==> src/rtl/regfile_pkg.sv <==
// Shared definitions for the multi-port register file and its busy scoreboard.
//   - Default register width and address width.
//   - Index of the hard-wired zero register.
//   - port_slice(): returns field 'idx' of a packed vector of equal-width fields.
package regfile_pkg;

  localparam int unsigned DATA_W_DEF = 32;
  localparam int unsigned ADDR_W_DEF = 5;

  // Register that reads as zero when the zero-register option is enabled
  localparam int unsigned ZERO_IDX = 0;

  // Upper bounds of the generic slice helper.
  // Callers cast their vector up to SLICE_VEC_W and cast the result down to the field width.
  localparam int unsigned SLICE_VEC_W = 512;
  localparam int unsigned SLICE_MAX_W = 128;

  // Field 'idx' (width 'width') of a packed vector whose field 0 is in the LSBs
  function automatic logic [SLICE_MAX_W-1:0] port_slice(
    input logic [SLICE_VEC_W-1:0] vec,
    input int unsigned            idx,
    input int unsigned            width
  );
    return SLICE_MAX_W'(vec >> (idx * width));
  endfunction

endpackage

==> src/rtl/regfile_sb.sv <==
// Per-register busy scoreboard for multi-cycle producers.
// A register is marked busy when its producer issues.
// It is released when either write port returns a result for it.
// Ports:
//   clk, rst                  clock, synchronous active-high reset (clears every bit)
//   set_i / set_idx_i         reserve a register (issue of a multi-cycle op)
//   clr_a_i / clr_a_idx_i     write port A completing a register
//   clr_b_i / clr_b_idx_i     write port B completing a register
//   busy_o                    registered busy vector, one bit per register
module regfile_sb
  import regfile_pkg::*;
#(
  parameter int unsigned ADDR_W   = ADDR_W_DEF,
  parameter bit          ZERO_REG = 1'b1,
  localparam int unsigned DEPTH   = 2 ** ADDR_W
) (
  input  logic              clk,
  input  logic              rst,
  input  logic              set_i,
  input  logic [ADDR_W-1:0] set_idx_i,
  input  logic              clr_a_i,
  input  logic [ADDR_W-1:0] clr_a_idx_i,
  input  logic              clr_b_i,
  input  logic [ADDR_W-1:0] clr_b_idx_i,
  output logic [DEPTH-1:0]  busy_o
);

  logic [DEPTH-1:0] busy_q;
  logic [DEPTH-1:0] busy_d;

  // Next busy vector: clears are applied first so that a same-cycle reserve
  // (a newer producer) overrides the completion of the older one.
  always_comb begin
    busy_d = busy_q;
    if (clr_a_i) busy_d[clr_a_idx_i] = 1'b0;
    if (clr_b_i) busy_d[clr_b_idx_i] = 1'b0;
    if (set_i)   busy_d[set_idx_i]   = 1'b1;
    if (ZERO_REG) busy_d[ADDR_W'(ZERO_IDX)] = 1'b0;
  end

  // Busy state register
  always_ff @(posedge clk) begin
    if (rst) begin
      busy_q <= '0;
    end else begin
      busy_q <= busy_d;
    end
  end

  assign busy_o = busy_q;

endmodule

==> src/rtl/regfile_mp.sv <==
// Parametrised multi-port register file for the pipelined core.
// It has NRD combinational read ports and two write ports:
//   - A: ALU writeback. A wins when both ports write the same register.
//   - B: load / multi-cycle return.
// Options:
//   - Write-to-read bypass.
//   - Busy scoreboard for multi-cycle producers.
//   - Hard-wired zero register.
// Ports:
//   clk, rst                               clock, synchronous active-high reset
//   readreg  [NRD*ADDR_W]                  read addresses, port i at [i*ADDR_W +: ADDR_W]
//   readdata [NRD*DATA_W]                  read data per port (combinational)
//   readbusy [NRD]                         busy flag of each addressed register
//   RegWrite / writereg / writedata        write port A
//   RegWrite2 / writereg2 / writedata2     write port B
//   reserve / reservereg                   mark a register busy
module regfile_mp
  import regfile_pkg::*;
#(
  parameter int unsigned DATA_W   = DATA_W_DEF,
  parameter int unsigned ADDR_W   = ADDR_W_DEF,
  parameter int unsigned NRD      = 2,
  parameter bit          BYPASS   = 1'b1,
  parameter bit          ZERO_REG = 1'b1
) (
  input  logic                  clk,
  input  logic                  rst,
  input  logic [NRD*ADDR_W-1:0] readreg,
  output logic [NRD*DATA_W-1:0] readdata,
  output logic [NRD-1:0]        readbusy,
  input  logic                  RegWrite,
  input  logic [ADDR_W-1:0]     writereg,
  input  logic [DATA_W-1:0]     writedata,
  input  logic                  RegWrite2,
  input  logic [ADDR_W-1:0]     writereg2,
  input  logic [DATA_W-1:0]     writedata2,
  input  logic                  reserve,
  input  logic [ADDR_W-1:0]     reservereg
);

  localparam int unsigned DEPTH = 2 ** ADDR_W;

  logic [DATA_W-1:0] regs_q [DEPTH];
  logic [DATA_W-1:0] regs_d [DEPTH];
  logic [DEPTH-1:0]  busy;

  logic we_a;
  logic we_b;
  logic rsv_en;

  // Effective enables: anything aimed at the zero register is dropped here,
  // so storage, bypass and scoreboard all see the same filtered request.
  assign we_a   = RegWrite  & ~(ZERO_REG & (writereg   == ADDR_W'(ZERO_IDX)));
  assign we_b   = RegWrite2 & ~(ZERO_REG & (writereg2  == ADDR_W'(ZERO_IDX)));
  assign rsv_en = reserve   & ~(ZERO_REG & (reservereg == ADDR_W'(ZERO_IDX)));

  // Next storage contents; port A is applied last so it wins an address collision
  always_comb begin
    regs_d = regs_q;
    if (we_b) regs_d[writereg2] = writedata2;
    if (we_a) regs_d[writereg]  = writedata;
  end

  // Storage register
  always_ff @(posedge clk) begin
    if (rst) begin
      regs_q <= '{default: '0};
    end else begin
      regs_q <= regs_d;
    end
  end

  regfile_sb #(
    .ADDR_W   (ADDR_W),
    .ZERO_REG (ZERO_REG)
  ) u_sb (
    .clk         (clk),
    .rst         (rst),
    .set_i       (rsv_en),
    .set_idx_i   (reservereg),
    .clr_a_i     (we_a),
    .clr_a_idx_i (writereg),
    .clr_b_i     (we_b),
    .clr_b_idx_i (writereg2),
    .busy_o      (busy)
  );

  // Independent read ports.
  // The bypass only selects among the write inputs and stored values,
  // so readdata never feeds back into the write path.
  for (genvar i = 0; i < NRD; i++) begin : g_rd
    logic [ADDR_W-1:0] raddr;
    logic              hit_a;
    logic              hit_b;
    logic              hit_rsv;
    logic              is_zero;
    logic [DATA_W-1:0] rdata;
    logic              rbusy;

    assign raddr   = ADDR_W'(port_slice(SLICE_VEC_W'(readreg), i, ADDR_W));
    assign hit_a   = we_a   & (writereg   == raddr);
    assign hit_b   = we_b   & (writereg2  == raddr);
    assign hit_rsv = rsv_en & (reservereg == raddr);
    assign is_zero = ZERO_REG & (raddr == ADDR_W'(ZERO_IDX));

    // Read mux.
    // A same-cycle write releases the busy flag early unless a new reserve re-claims the register.
    always_comb begin
      rdata = regs_q[raddr];
      rbusy = busy[raddr];
      if (BYPASS) begin
        if (hit_a) begin
          rdata = writedata;
        end else if (hit_b) begin
          rdata = writedata2;
        end
        if ((hit_a | hit_b) & ~hit_rsv) rbusy = 1'b0;
      end
      if (is_zero) begin
        rdata = '0;
        rbusy = 1'b0;
      end
    end

    assign readdata[i*DATA_W +: DATA_W] = rdata;
    assign readbusy[i]                  = rbusy;
  end

endmodule

==> config.mk <==
export PLATFORM = sky130hd
export DESIGN_NAME = regfile_mp
export DESIGN_NICKNAME = d
export VERILOG_FILES = /design/src/rtl/regfile_pkg.sv /design/src/rtl/regfile_sb.sv /design/src/rtl/regfile_mp.sv
export SDC_FILE = /design/constraint.sdc
export NUM_CORES = 2
export LEC_CHECK = 0
export ABC_CLOCK_PERIOD_IN_PS = 2800
export CELL_PAD_IN_SITES_DETAIL_PLACEMENT = 1
export CELL_PAD_IN_SITES_GLOBAL_PLACEMENT = 2
export CORE_MARGIN = 2
export CORE_UTILIZATION = 36
export CTS_BUF_LIST = sky130_fd_sc_hd__clkbuf_4
export CTS_CLUSTER_DIAMETER = 150
export DETAILED_ROUTE_END_ITERATION = 16
export PLACE_DENSITY_LB_ADDON = 0.1
export SYNTH_ARGS = -nofsm -noshare
export SYNTH_HDL_FRONTEND = slang
export SYNTH_SLANG_ARGS = --single-unit
==> constraint.sdc <==
create_clock -name clk -period 2.8 [get_ports clk]
set_input_delay 0.56 -clock clk [delete_from_list [all_inputs] [get_ports clk]]
set_output_delay 0.56 -clock clk [all_outputs]
set_load 0.02 [all_outputs]
==> out/metrics.csv <==
stage,metric,value,unit
floorplan,num rows,156,
floorplan,Die H,430,µm
worst_hold_path,Hold Path Sink,regs_q[134],
worst_setup_path,critical path arrival,3550,ps
synth,Yosys top cell area share,32.3,%
grt,All-Layer GR Usage,41.1,%
worst_setup_path,Worst Reg-to-Reg Cells,5,
timing,normalized max-slew margin,31.1,%
timing,RSZ-0062 raised after global routing,true,
synth,Synth warnings,0,
routing,DR iter-0 viols,8787,
clocking,clock transition at the registers of the reported paths,70,ps
clocking,number of CTS-inserted buffers,335,
synth,sequential area share after synthesis,32.3,%
floorplan,die area,185000,µm²
synth,post-synthesis async set-or-reset flop share,0,%
synth,syn_nets,7451,
clocking,Worst-Skew Late Latency,1410,ps
grt,number of global-route vias before repair,70960,
timing,setup TNS,-66200,ps
grt,first-pass GRT wire length,548,mm
clocking,Root Driver,clkbuf_4,
worst_hold_path,worst min-delay path category,in -> reg,
synth,Cell variety after synth,71,
worst_setup_path,Max Fanout on Critical Path,3,
placed_design,DP HPWL,268,mm
synth,main combinational cell family by area after synthesis,multiplexers,
synth,mux contribution to synthesized area,26.2,%
synth,Mapped Cells,7357,
worst_setup_path,Worst Path Buf+Inv,3,
routing,mean number of vias per cell,6.69,
synth,post-synthesis register bit count,1055,
grt,largest net degree at the start of global routing,105,
timing,Slew @ Worst Pin,1030,ps
grt,"Remaining Overflow, GRT",0,
floorplan,Starting Density,36.2,%
worst_setup_path,R2R setup slack,1790,ps
synth,Area contributors post-synth,"dfxtp_1 (32%), mux2i_1 (14%), mux4_2 (12%), a211oi_1 (6.8%), nor2_1 (6.6%)",
routing,antenna violation net count after detailed routing,0,
timing,max frequency,243,MHz
routing,via count,71633,
worst_setup_path,CP Capture Type,primary output,
synth,Post-synth top flop,dfxtp_1,
grt,initial antenna violation count,25,
timing,final-report max-slew violation count,0,
synth,complex-gate fraction of the synthesized area,18.5,%
power,pwr dens,443,nW/µm²
clocking,CTS tree,built,
floorplan,core area,181000,µm²
flow_run,Max-Cap Viols,0,
worst_setup_path,critical path launch point type,flip-flop,
finish,FILL cells,20040,
power,Pleak,32.5,nW
worst_setup_path,CP max-delay cell,mux4_2,
placed_design,port bufs,159,
timing,worst setup margin,-1310,ps
routing,# DRC,0,
synth,most frequent cell after synthesis,nor2_1,
routing,drt first pass iters,6,
outcome,outcome,finished with violations,
timing,skew final,0,ps
clocking,Clock Path Buffers,4,
floorplan,I/O Pins,160,
timing,Final period util,147,%
worst_setup_path,"delay-heaviest family, CP",compound AO/OA/AOI/OAI gates,
synth,Post-Synth XOR/XNOR Area,0.402,%
timing,# setup viols final,66,
finish,share of layout cells above drive strength 1,34.0,%
synth,commonest cells in the netlist,"nor2_1 (1,152), dfxtp_1 (1,055), mux2i_1 (898)",
synth,Mean Syn Cell Area,8.88,µm²
timing,Final Hold Viols,0,
synth,Simple-Gate Fraction of Synth Area,15.5,%
finish,fin nets,8216,
synth,Mapped Area,65300,µm²
clocking,H-tree Lvls,5,
synth,post-synth top area cell,dfxtp_1,
floorplan,die width,430,µm
worst_hold_path,Worst Hold Depth,4,
worst_setup_path,R2R Path Start,regs_q[89],
synth,adder-cell share of the synthesized area,0,%
worst_setup_path,CP cell instances,mux4_2 > and3_4 > a311oi_2 > buf_4 > a31oi_2 > a221o_1 > buf_12 > buf_8,
routing,WL final,392,mm
finish,Final Core Density,48.0,%
outcome,failing checks,negative setup slack,
worst_hold_path,worst hold path startpoint,writedata2[6],
power,total power,38.4,mW
worst_setup_path,reg2reg end,regs_q[89],
clocking,CTS Sinks,1055,
power,VDD IR max,0.333,mV
placed_design,Cell Count Post-Placement,10123,
timing,Period minus WS final,4110,ps
worst_setup_path,Setup Crit Path Kind,reg -> out,
routing,average routed wire per standard cell,36.6,µm
finish,Post-Layout Cell Count,10708,
finish,area delta synth->final,32.6,%
worst_setup_path,Worst Path Required,2240,ps
worst_setup_path,Max stage delay on crit path,460,ps
synth,number of synthesized flops with an enable pin,0,
placed_design,gpl congestion,0.980,
metrics by stage:
stage          worst slack [ps]  hold WS [ps]  area (µm²)
2_1_floorplan             -97.1           452       66100
6_report                  -1310          70.2       86600
3_5_place_dp              -1660           473       80200
4_1_cts                   -1420         0.472       85800
5_1_grt                   -1420          69.8       86600
3_3_place_gp              -1580           468       80200
layout make-up:
cell class                 instances  area, µm²  area share (%)
antenna                           15       37.5          0.0433
tap                             2370       2970            3.42
clock inverter                    57        297           0.342
timing repair buffer            1474      15900            18.3
sequential                      1055      21400            24.7
inverter                           4       15.0          0.0173
multi-input combinational       5252      42500            49.0
clock buffer                     481       3610            4.17
registers in the layout, summed over array words and instances (netlist names):
signal,count
u_sb.busy_o,31
regs_q,1024
cells in the final DEF, fill, tap and decap left out, types with 13 or more instances in the layout:
master,count
nor2_1,1132
a22oi_2,40
nand3_1,464
mux2i_4,13
a21oi_2,15
a221oi_2,28
mux2i_1,867
xor2_1,16
clkbuf_4,481
clkinv_1,48
nand2_1,533
buf_4,945
o31ai_4,24
mux4_2,335
buf_6,93
a2111oi_2,16
a221o_1,14
a32oi_1,21
clkdlybuf4s50_1,79
nand2_4,44
diode_2,15
a311oi_1,449
o221ai_1,49
a21oi_1,70
nor2_4,22
a211oi_1,550
xnor2_1,13
a22o_1,31
mux2_2,25
mux2i_2,18
dfxtp_1,880
o22ai_1,28
nor2b_1,47
o21ai_0,19
buf_12,332
dfxtp_2,170
o21ai_1,36
a211oi_2,31
a22oi_1,37
o21ai_2,18
kinds of logic (layout without fill, tap and decap cells):
| group | after synthesis | after routing |
|---|---|---|
| XOR/XNOR | 30 | 30 |
| multiplexers | 1272 | 1272 |
| buffers and inverters | 1051 | 2016 |
| flip-flops | 1055 | 1055 |
| AND/OR/NAND/NOR | 2391 | 2392 |
| other | 0 | 15 |
| AO/OA/AOI/OAI | 1558 | 1558 |
how the worst max path moves through the flow:
stage / from / end / slack [ps] / cells after the start
4_1_cts: regs_q[39] / readdata[39] / -1420 / 9
3_5_place_dp: readreg[4] / readdata[20] / -1660 / 9
6_report: regs_q[167] / readdata[39] / -1310 / 8
2_1_floorplan: writereg[3] / readdata[46] / -100 / 8
5_1_grt: regs_q[39] / readdata[39] / -1420 / 9
3_3_place_gp: readreg[4] / readdata[20] / -1580 / 9
power breakdown:
group	switching [mW]	internal, mW
clock network	7.94	8.04
registers	0.229	15.3
logic	4.24	2.63
tightest hold or removal path, stage by stage:
cell and delay [ps]:
clkdlybuf4s50_1 450, buf_12 160, mux2i_1 140, a211oi_1 90
layer usage:
layer  vias to the layer above  global-route usage [%]  wire length (µm)
met3                      1215                    8.80             37600
met1                     36731                    53.8            157000
met4                        18                    24.8             26900
met5                         -                       0               126
met2                      4414                    61.9            170000
li1                      29255                       -                 -
what timing repair did:
action,in CTS,in global routing
gates resized for setup,665,189
pin swaps,217,129
setup buffers,42,9
gates cloned,1,1
endpoints found under the setup margin,66,66
hold buffers,10,1
endpoints found under the hold margin,628,2
Note: power is estimated with default switching activity, not from simulation.
